### config.mk
export PLATFORM = sky130hd
export DESIGN_NAME = prog_clock_divider
export DESIGN_NICKNAME = d
export VERILOG_FILES = /design/src/rtl/prog_clock_divider_pkg.sv /design/src/rtl/prog_clock_divider.sv
export SDC_FILE = /design/constraint.sdc
export NUM_CORES = 1
export LEC_CHECK = 0
export ABC_AREA = 1
export CAP_MARGIN = 5
export CORE_UTILIZATION = 45
export CTS_CLUSTER_DIAMETER = 50
export DETAILED_ROUTE_END_ITERATION = 7
export PLACE_DENSITY = 0.67
export SLEW_MARGIN = 15
export SYNTH_ARGS = -nofsm -noshare
export SYNTH_HDL_FRONTEND = slang
export SYNTH_SLANG_ARGS = --single-unit
### constraint.sdc
create_clock -name clk -period 4.36 [get_ports clk]
set_input_delay 1.09 -clock clk [delete_from_list [all_inputs] [get_ports clk]]
set_output_delay 1.09 -clock clk [all_outputs]
set_load 0.1 [all_outputs]
### src/rtl/prog_clock_divider_pkg.sv
// Shared constants and helpers for the programmable clock divider.
// Reset values and divisor saturation live here so channels agree.
package prog_clock_divider_pkg;

  localparam int   MIN_DIV        = 2;
  localparam logic RST_CLK_OUT    = 1'b0;
  localparam logic RST_TICK       = 1'b0;
  localparam logic RST_ACK        = 1'b0;
  localparam logic RST_PEND_VALID = 1'b0;

  // Clamp a requested divisor so the active value is never 0 or 1.
  function automatic logic [31:0] sat(input logic [31:0] x);
    return (x < 32'(MIN_DIV)) ? 32'(MIN_DIV) : x;
  endfunction

endpackage

### src/rtl/prog_clock_divider.sv
// Runtime-programmable clock divider with tick and load handshake.
// Build option: PROG_CLOCK_DIVIDER_RESTART_EN applies loads at once.
module prog_clock_divider
  import prog_clock_divider_pkg::*;
#(
  parameter int WIDTH       = 8,
  parameter int DEFAULT_DIV = 10
) (
  input  logic             clk,
  input  logic             rst_n,
  input  logic             en,
  input  logic [WIDTH-1:0] div_i,
  input  logic             load_i,
  output logic             clk_out,
  output logic             tick_o,
  output logic             load_ack_o,
  output logic [WIDTH-1:0] div_act_o
);

  localparam logic [WIDTH-1:0] ONE     = WIDTH'(1);
  localparam logic [WIDTH-1:0] RST_DIV = WIDTH'(DEFAULT_DIV);

  logic [WIDTH-1:0] r_cnt;
  logic [WIDTH-1:0] r_n_act;
  logic [WIDTH-1:0] r_pend;
  logic             r_pend_valid;
  logic             r_clk_out;
  logic             r_tick;
  logic             r_ack;

  logic [WIDTH-1:0] w_half;
  logic [WIDTH-1:0] w_div_sat;
  logic             w_wrap;
  logic             w_high;

  assign w_half    = r_n_act >> 1;
  assign w_div_sat = WIDTH'(sat(32'(div_i)));
  assign w_wrap    = (r_cnt == (r_n_act - ONE));
  assign w_high    = (r_cnt < w_half);

`ifdef PROG_CLOCK_DIVIDER_RESTART_EN

  // Count and restart the phase whenever a divisor is loaded.
  always_ff @(posedge clk or negedge rst_n) begin
    if (!rst_n) begin
      r_cnt        <= '0;
      r_clk_out    <= RST_CLK_OUT;
      r_tick       <= RST_TICK;
      r_ack        <= RST_ACK;
      r_n_act      <= RST_DIV;
      r_pend       <= '0;
      r_pend_valid <= RST_PEND_VALID;
    end else begin
      r_tick <= 1'b0;
      r_ack  <= 1'b0;
      if (en && (load_i || r_pend_valid)) begin
        r_n_act      <= load_i ? w_div_sat : r_pend;
        r_pend_valid <= 1'b0;
        r_cnt        <= '0;
        r_clk_out    <= 1'b0;
        r_ack        <= 1'b1;
      end else if (en) begin
        r_clk_out <= w_high;
        r_cnt     <= w_wrap ? '0 : r_cnt + ONE;
        r_tick    <= w_wrap;
      end else if (load_i) begin
        // Frozen: hold the load until the first enabled edge.
        r_pend       <= w_div_sat;
        r_pend_valid <= 1'b1;
      end
    end
  end

`else

  // Count, and swap in a pending divisor only at a period wrap.
  always_ff @(posedge clk or negedge rst_n) begin
    if (!rst_n) begin
      r_cnt        <= '0;
      r_clk_out    <= RST_CLK_OUT;
      r_tick       <= RST_TICK;
      r_ack        <= RST_ACK;
      r_n_act      <= RST_DIV;
      r_pend       <= '0;
      r_pend_valid <= RST_PEND_VALID;
    end else begin
      r_tick <= 1'b0;
      r_ack  <= 1'b0;
      if (en) begin
        r_clk_out <= w_high;
        r_cnt     <= w_wrap ? '0 : r_cnt + ONE;
        r_tick    <= w_wrap;
        if (w_wrap && r_pend_valid) begin
          r_n_act      <= r_pend;
          r_pend_valid <= 1'b0;
          r_ack        <= 1'b1;
        end
      end
      // A load on the apply edge refills pend for the next wrap.
      if (load_i) begin
        r_pend       <= w_div_sat;
        r_pend_valid <= 1'b1;
      end
    end
  end

`endif

  assign clk_out    = r_clk_out;
  assign tick_o     = r_tick;
  assign load_ack_o = r_ack;
  assign div_act_o  = r_n_act;

endmodule

==> results.md, run 1 <==
- Insertion delay to the later sink of the worst-skew pair: 0.27 ns
- Worst path required time: roughly 3.3 ns
- Largest stage delay on the critical path: ~1.2 ns
- Total grt overflow: 0
- Util after Layout: between 50% and 60%
- Pin count of the biggest net entering global routing: 29
- Syn_area_per_cell: ~7.5 µm²
- Vias: between 1.5k and 2k
- Critical-path cell list: clkdlybuf4s50_1
- Layout Area Growth over Synthesis: 18.7%
- Commonest non-fill, non-tap cells in the layout: nand2_1 (88), dfrtp_1 (26), inv_1 (24), clkdlybuf4s50_1 (22), nor2_1 (13)
- Commonest non-fill, non-tap cell in the layout: nand2_1
- Post-CTS setup buffer count: 0
- Clock root cell: clkbuf_8
- Critical path peak fanout: 6
- First-pass GRT wire length: ~6400 µm
- Outcome: complete, no violations
- Seq/Total Area, Yosys: 39.2%
- Initial DRC count: 59
- DRC Markers: 0
- CTS Hold Bufs: 0
- Average wire per standard cell: 11.2 µm
- Antenna violations before repair: 0
- Placed Area: slightly above 0.002 mm²
- DRT Pass-1 Iters: 4
- CTS-repair resized insts: 0
- Max Transition Viols Final: 0
- Die width: 65.1 µm
- Hold Violations, Final: 0
- Die area: 0.00424 mm²
- Layout cell share with drive strength beyond 1: between 10 and 15%
- Mapped Cells: between 200 and 250
- Worst Hold Class: reg2reg
- Async set-reset flop share out of synthesis: 100%
- Number of synthesized flops with an enable pin: 0
- Final clock period utilization by the worst path: a little under three quarters
- Mapped Area: 0.00179 mm²
- Htree depth: 1
- Slew margin rel.: approximately a third
- Routed WL: around 3500 µm
- F_max: around 320 MHz
- Row cnt: 22
- RSZ-0062 raised after global routing: false
- Worst-margin pin slew: between 0.9 and 1 ns
- # IOs: 23
- Number of max-cap violations: 0
- Endpoint type of the worst setup path: output port
- Tot GR Track Use: between 10% and 20%
- Vias in the first global route: between 1k and 1.5k
- Dpl hpwl: between 2000 and 3000 µm
- Netlist cell types: 32
- Worst slack at placement: ~1.5 ns
- Worst-path clk slew: approximately 0.090 ns
- Diode count: 0
- #FFs+latches synth: 28
- CTS tree: done
- Worst path slowest cell: clkdlybuf4s50_1
- Fin area: approximately 0.0021 mm²
- Via/cell ratio: 4.94
- Critical path arrival: 2.03 ns
- Final Setup Violations: 0
- Max clock buf depth: 2
- Final Critical Period: 3.12 ns
- Synthesis warning total: 0
- Core Area: 0.00374 mm²
- Critical path type: reg2out
- Family with the most delay on the worst path: buffers and inverters
- Post-route setup TNS: 0 ns
- Min setup slack post-route: roughly 1.2 ns
- WP buf/inv: 1
- Final antenna-violating net count: 0
- Most used DFF post-synth: dfrtp_1
- I/O Buffers: 22
- Syn nets: 260
- Worst setup SP type: register
- Layout Skew: slightly above 0.007 ns
- # clock sinks: 28
- Initial core utilization: a little under half
- Total CTS buffers: 3
- Chip Height: around 65 µm
- Layout Nets: roughly 280
- Placer Congestion: 0.838
cell usage after synthesis (2+ instances only):
| library cell | number | area share, % |
|---|---|---|
| nand2_1 | 88 | 18 |
| dfrtp_1 | 26 | 36 |
| inv_1 | 24 | 5.0 |
| nor2_1 | 13 | 2.7 |
| nand3_1 | 12 | 3.3 |
| inv_2 | 9 | 1.9 |
| nand4_1 | 9 | 3.1 |
| o21ai_0 | 9 | 2.5 |
| ha_1 | 8 | 5.6 |
| nand3_2 | 6 | 3.3 |
| nor2_2 | 6 | 2.1 |
| nand2_2 | 3 | 1.0 |
| xnor2_1 | 3 | 1.5 |
| a21oi_1 | 2 | 0.56 |
| clkbuf_1 | 2 | 0.42 |
| dfstp_2 | 2 | 2.9 |
| nor3_1 | 2 | 0.56 |
| xor2_1 | 2 | 0.98 |
registers in the layout (all words and copies together), names as in the netlist:
register      flops
clk_out           1
div_act_o         8
r_cnt             8
r_pend            8
load_ack_o        1
tick_o            1
r_pend_valid      1
per-stage QoR:
step | hold WS, ns | instances
floorplan | 0.442 | 240
CTS | 0.483 | 311
global placement | 0.454 | 307
detailed placement | 0.459 | 307
finish | 0.475 | 311
global route | 0.498 | 311
final timing paths:
| kind | start | to | slack [ns] | depth (start not counted) |
|---|---|---|---|---|
| max | div_act_o[3] | div_act_o[3] | 1.24 | 1 |
| min | r_pend[2] | r_pend[2] | 0.47 | 2 |
| max reg2reg | div_act_o[1] | r_pend_valid | 2.31 | 11 |
| min reg2reg | r_pend[2] | r_pend[2] | 0.47 | 2 |
| max in group asynchronous | rst_n | div_act_o[3] | 2.87 | 2 |
| min in group asynchronous | rst_n | r_cnt[2] | 1.18 | 2 |
layout make-up:
class | count | area [µm²]
timing repair buffer | 24 | 235
tap | 48 | 60.1
clock inverter | 1 | 30.0
multi-input combinational | 173 | 931
inverter | 34 | 128
sequential | 28 | 703
fill | 367 | 1620
clock buffer | 3 | 41.3
kinds of logic (layout without fill, tap and decap cells):
logic type,Yosys count,after routing,synth area share (%)
AND/OR/NAND/NOR,147,147,40.1
buffers and inverters,39,62,8.86
flip-flops,28,28,39.2
AO/OA/AOI/OAI,13,13,3.77
adder cells (fa/ha/maj),8,8,5.58
XOR/XNOR,5,5,2.44
routing by layer:
| metal | part of all wire, % | vias up | track usage [%] |
|---|---|---|---|
| li1 | - | 801 | - |
| met1 | 48 | 694 | 25.4 |
| met2 | 47 | 33 | 33.9 |
| met4 | 1.9 | 0 | 7.34 |
| met5 | 0 | - | 0 |
| met3 | 3.2 | 8 | 2.08 |
Power of run 1 is left out: the tool's default activity adds up to more than one toggle a clock period on the data nets, which glitch-free logic cannot reach.
==> run 2, diff against run 1 <==
--- a/config.mk
+++ b/config.mk
@@ -10,7 +10,7 @@
 export CORE_UTILIZATION = 45
 export CTS_CLUSTER_DIAMETER = 50
 export DETAILED_ROUTE_END_ITERATION = 7
-export PLACE_DENSITY = 0.67
+export PLACE_DENSITY = 0.7
 export SLEW_MARGIN = 15
 export SYNTH_ARGS = -nofsm -noshare
 export SYNTH_HDL_FRONTEND = slang
==> constraint.sdc (replaced) <==
create_clock -name clk -period 2.7 [get_ports clk]
set_input_delay 0.675 -clock clk [delete_from_list [all_inputs] [get_ports clk]]
set_output_delay 0.675 -clock clk [all_outputs]
set_load 0.1 [all_outputs]
==> results.md, run 2 (synthesis gave the netlist of run 1 again) <==
- Max clock buf depth: 2 (unchanged)
- Critical path arrival: 2.20 ns (+0.17 ns)
- CTS tree: done
- Worst path required time: 2.87 ns (-0.40 ns)
- F_max: slightly below 500 MHz
- Critical path type: reg2reg
- CTS-repair resized insts: 0 (unchanged)
- Final Setup Violations: 0 (unchanged)
- Via/cell ratio: 4.76 (-3.6%)
- Number of max-cap violations: 0 (unchanged)
- Final clock period utilization by the worst path: between 70 and 80%
- Total CTS buffers: 3 (unchanged)
- Layout Nets: 284 (unchanged)
- # IOs: 23 (unchanged)
- Average wire per standard cell: 10.9 µm (-2.2%)
- Row cnt: 22 (unchanged)
- Placer Congestion: 0.818 (-2.3%)
- Commonest non-fill, non-tap cell in the layout: nand2_1
- Htree depth: 1 (unchanged)
- Clock root cell: clkbuf_8
- DRC Markers: 0 (unchanged)
- Routed WL: 3390 µm (-2.2%)
- Worst hold start: r_pend[2]
- Total grt overflow: 0 (unchanged)
- Hold Crit Depth: 2 (unchanged)
- Layout Area Growth over Synthesis: 16.3%
- Layout Skew: 0.00189 ns (-0.00515 ns)
- Post-CTS setup buffer count: 0 (unchanged)
- Commonest non-fill, non-tap cells in the layout: nand2_1 (88), dfrtp_1 (26), inv_1 (24), nor2_1 (13), buf_4 (13)
- Dpl hpwl: 2750 µm (-1.6%)
- Vias in the first global route: 1409 (-4.3%)
- Insertion delay to the later sink of the worst-skew pair: 0.28 ns (about the same)
- Vias: 1481 (-3.6%)
- Core Area: 0.00374 mm² (unchanged)
- Worst Hold Class: reg2reg
- Initial DRC count: 65 (+10%)
- First-pass GRT wire length: 6130 µm (-4.1%)
- Reg-to-Reg End: r_pend_valid
- # clock sinks: 28 (unchanged)
- DRT Pass-1 Iters: 5 (+1)
- Die area: 0.00424 mm² (unchanged)
- Filler cells: 370 (+0.82%)
- Critical path peak fanout: 9 (+3)
- R2r setup slk: 0.67 ns (-1.64 ns)
- Chip Height: 65.1 µm (unchanged)
- Post-route setup TNS: 0 ns (unchanged)
- Hold endpoint: r_pend[2]
- Antenna violations before repair: 0 (unchanged)
- Reg2reg start: div_act_o[1]
- Initial core utilization: 47.9% (unchanged)
- Worst-path clk slew: 0.09 ns (about the same)
- Hold Violations, Final: 0 (unchanged)
- Worst r2r path cells: 13 (+2)
- Final antenna-violating net count: 0 (unchanged)
- Outcome: complete, no violations
- Endpoint type of the worst setup path: register
- Slew margin rel.: 75.0% (+40 points)
- Layout cell share with drive strength beyond 1: 19.0% (+4.2 points)
- Max Transition Viols Final: 0 (unchanged)
- I/O Buffers: 22 (unchanged)
- Die width: 65.1 µm (unchanged)
- Diode count: 0 (unchanged)
- Pin count of the biggest net entering global routing: 29 (unchanged)
- RSZ-0062 raised after global routing: false
- CTS Hold Bufs: 0 (unchanged)
- Worst setup SP type: register
- Worst-margin pin slew: 0.375 ns (-0.597 ns)
- Final Critical Period: 2.03 ns
- CP startpoint: div_act_o[1]
- Tot GR Track Use: 18.8% (-0.81 points)
==> run 2: per-layer routing <==
| metal | wire (µm) | track usage, % | up-vias |
|---|---|---|---|
| met5 | 0 | 0 | - |
| met4 | 66 | 8.15 | 0 |
| met3 | 77 | 1.56 | 5 |
| met2 | 1610 | 31.0 | 22 |
| met1 | 1630 | 25.4 | 654 |
| li1 | - | - | 800 |
==> run 2: final cells by class <==
class	instances	area, µm²	share of cell area [%]
Multi-Input combinational cell	173	931	44.7
Sequential cell	28	703	33.7
Timing Repair Buffer	24	208	9.96
Inverter	34	128	6.12
Tap cell	48	60.1	2.88
Clock buffer	4	55.1	2.64
==> run 2: worst max-delay path by stage <==
| stage | slack, ns | endpoint | cells after the start |
|---|---|---|---|
| 6_report | 0.67 | r_pend_valid | 13 |
| 5_1_grt | 0.44 | div_act_o[5] | 11 |
| 4_1_cts | 0.65 | r_pend_valid | 13 |
| 3_3_place_gp | 0.62 | r_cnt[7] | 8 |
| 2_1_floorplan | 0.27 | r_cnt[4] | 11 |
| 3_5_place_dp | 0.59 | r_cnt[7] | 8 |
==> run 2: through the flow <==
step	cells	utilization [%]	hold WS [ns]	instance area [µm²]	setup WS [ns]
floorplan	240	-	0.379	1790	0.274
global placement	307	54.2	0.453	2030	0.620
detailed placement	307	54.2	0.459	2030	0.587
CTS	311	55.7	0.482	2080	0.651
global route	311	55.7	0.503	2080	0.440
finish	311	55.7	0.478	2080	0.672
==> run 2: critical path, cell delays in order, from the launching register on <==
cell and delay, ns:
dfstp_2 0.57, inv_1 0.07, ha_1 0.29, inv_1 0.04
nand2_1 0.05, nand2_1 0.06, nor2_2 0.11, nand2_1 0.08
nor2_2 0.09, nand3_2 0.12, nor2_8 0.19, nand2_4 0.12
nand2_1 0.07, nand2_1 0.05
Power of run 2 is left out for the same reason.
==> run 3, diff against run 2 <==
==> constraint.sdc (replaced) <==
create_clock -name clk -period 1.7 [get_ports clk]
set_input_delay 0.425 -clock clk [delete_from_list [all_inputs] [get_ports clk]]
set_output_delay 0.425 -clock clk [all_outputs]
set_load 0.1 [all_outputs]
==> results.md, run 3 (synthesis gave the netlist of run 1 again) <==
- Outcome: complete, but fails checks
- Failing checks: setup timing
- Total CTS buffers: 3 (unchanged)
- Vias in the first global route: 1590 (+13%)
- Final Setup Violations: 19 (+19)
- Total grt overflow: 0 (unchanged)
- CTS Hold Bufs: 0 (unchanged)
- Tot GR Track Use: 21.4% (+2.6 points)
- # clock sinks: 28 (unchanged)
- Largest stage delay on the critical path: 0.64 ns (+0.07 ns)
- Core Area: 0.00374 mm² (unchanged)
- Layout cell share with drive strength beyond 1: 32.3% (+13 points)
- Average wire per standard cell: 11.6 µm (+6.8%)
- Number of max-cap violations: 0 (unchanged)
- Htree depth: 1 (unchanged)
- Clock root cell: clkbuf_8
- Worst-margin pin slew: 0.443 ns (+0.0674 ns)
- Die area: 0.00424 mm² (unchanged)
- Worst Hold Class: reg2reg
- Worst-path clk slew: 0.09 ns (about the same)
- Row cnt: 22 (unchanged)
- Routed WL: 3880 µm (+14%)
- Diode count: 0 (unchanged)
- Final Critical Period: 1.95 ns (-0.0750 ns)
- Critical-path cell list: inv_4 -> ha_4 -> inv_2 -> nand2_1 -> nand2_1 -> nor2_2 -> nand2_1 -> nor2_2 -> nand3_2 -> nor2_8 -> nand2_4 -> nand2_1 -> nand2_1
- Chip Height: 65.1 µm (unchanged)
- Via/cell ratio: 4.88 (+2.5%)
- Post-route setup TNS: -3.78 ns (-3.78 ns)
- Min setup slack post-route: -0.253 ns (-0.925 ns)
- Layout Skew: 0.00227 ns (+0.000380 ns)
- Slew margin rel.: 70.5% (-4.5 points)
- F_max: 512 MHz (+3.8%)
- Initial core utilization: 47.9% (unchanged)
- Antenna violations before repair: 0 (unchanged)
- Commonest non-fill, non-tap cell in the layout: nand2_1
- Dpl hpwl: 3040 µm (+11%)
- Worst path slowest cell: dfstp_4
- WP buf/inv: 2 (unchanged)
- Worst slack at placement: -0.255 ns (-0.842 ns)
- Placer Congestion: 0.860 (+5.1%)
- Worst path required time: 1.86 ns (-1.01 ns)
- Critical path peak fanout: 8 (-1)
- # IOs: 23 (unchanged)
- Max clock buf depth: 2 (unchanged)
- Util after Layout: 66.6% (+11 points)
- DRT Pass-1 Iters: 4 (-1)
- Pin count of the biggest net entering global routing: 29 (unchanged)
- Family with the most delay on the worst path: simple AND/OR/NAND/NOR gates
- Final antenna-violating net count: 0 (unchanged)
- I/O Buffers: 22 (unchanged)
- Initial DRC count: 97 (+49%)
- Critical path arrival: 2.12 ns (-0.08 ns)
- Commonest non-fill, non-tap cells in the layout: nand2_1 (81), buf_4 (22), dfrtp_1 (21), inv_1 (20)
- DRC Markers: 0 (unchanged)
- Most common cell type on the critical path: nand2_1
- RSZ-0062 raised after global routing: true
- Hold Violations, Final: 0 (unchanged)
- CTS tree: done
- Die width: 65.1 µm (unchanged)
- Worst setup SP type: register
- Vias: 1625 (+9.7%)
- Layout Area Growth over Synthesis: 39.1%
- Insertion delay to the later sink of the worst-skew pair: 0.27 ns (about the same)
- Final clock period utilization by the worst path: 115% (+40 points)
- First-pass GRT wire length: 6970 µm (+14%)
- Max Transition Viols Final: 0 (unchanged)
- Layout Nets: 306 (+7.7%)
- Critical path type: reg2reg
- Endpoint type of the worst setup path: register
==> run 3: area by class of cell <==
type / count / area, µm²
well taps: 48 / 60.1
clock buffers: 3 / 41.3
flip-flops and latches: 28 / 719
inverters: 34 / 130
repair buffers: 45 / 507
multi-input cells: 174 / 1010
fillers: 318 / 1250
clock inverters: 1 / 30.0
==> run 3: per-stage QoR <==
stage	instance area (µm²)	cells	hold WS (ns)
floorplan	1820	240	0.129
global placement	2340	326	0.453
detailed placement	2340	326	0.459
CTS	2470	333	0.482
global route	2490	333	0.507
finish	2490	333	0.476
==> run 3: worst min-delay path: cells and delay by family, from the launching register on <==
kind	cells	cell delay, ns
flops	1	0.35
simple gates	2	0.09
==> run 3: worst paths after layout <==
| kind | start | to | slack, ns | cells after the start |
|---|---|---|---|---|
| setup / recovery | div_act_o[1] | r_pend_valid | -0.25 | 13 |
| setup reg to reg | div_act_o[1] | r_pend_valid | -0.25 | 13 |
| min in group asynchronous | rst_n | clk_out | 0.52 | 2 |
| hold / removal | r_pend[4] | r_pend[4] | 0.48 | 2 |
| max in group asynchronous | rst_n | div_act_o[1] | 0.88 | 2 |
| hold reg to reg | r_pend[4] | r_pend[4] | 0.48 | 2 |
==> run 3: metal layers <==
layer / wire length [µm] / track usage [%]
met5: 0 / 0
met4: 55 / 7.07
met3: 73 / 1.39
met2: 1860 / 37.4
met1: 1890 / 28.3
==> run 3: timing repair <==
item,CTS,global route
pin swaps,9,7
setup buffers,2,0
gates cloned,1,0
gates resized for setup,7,9
setup endpoints to repair,19,19
Power of run 3 is left out for the same reason.
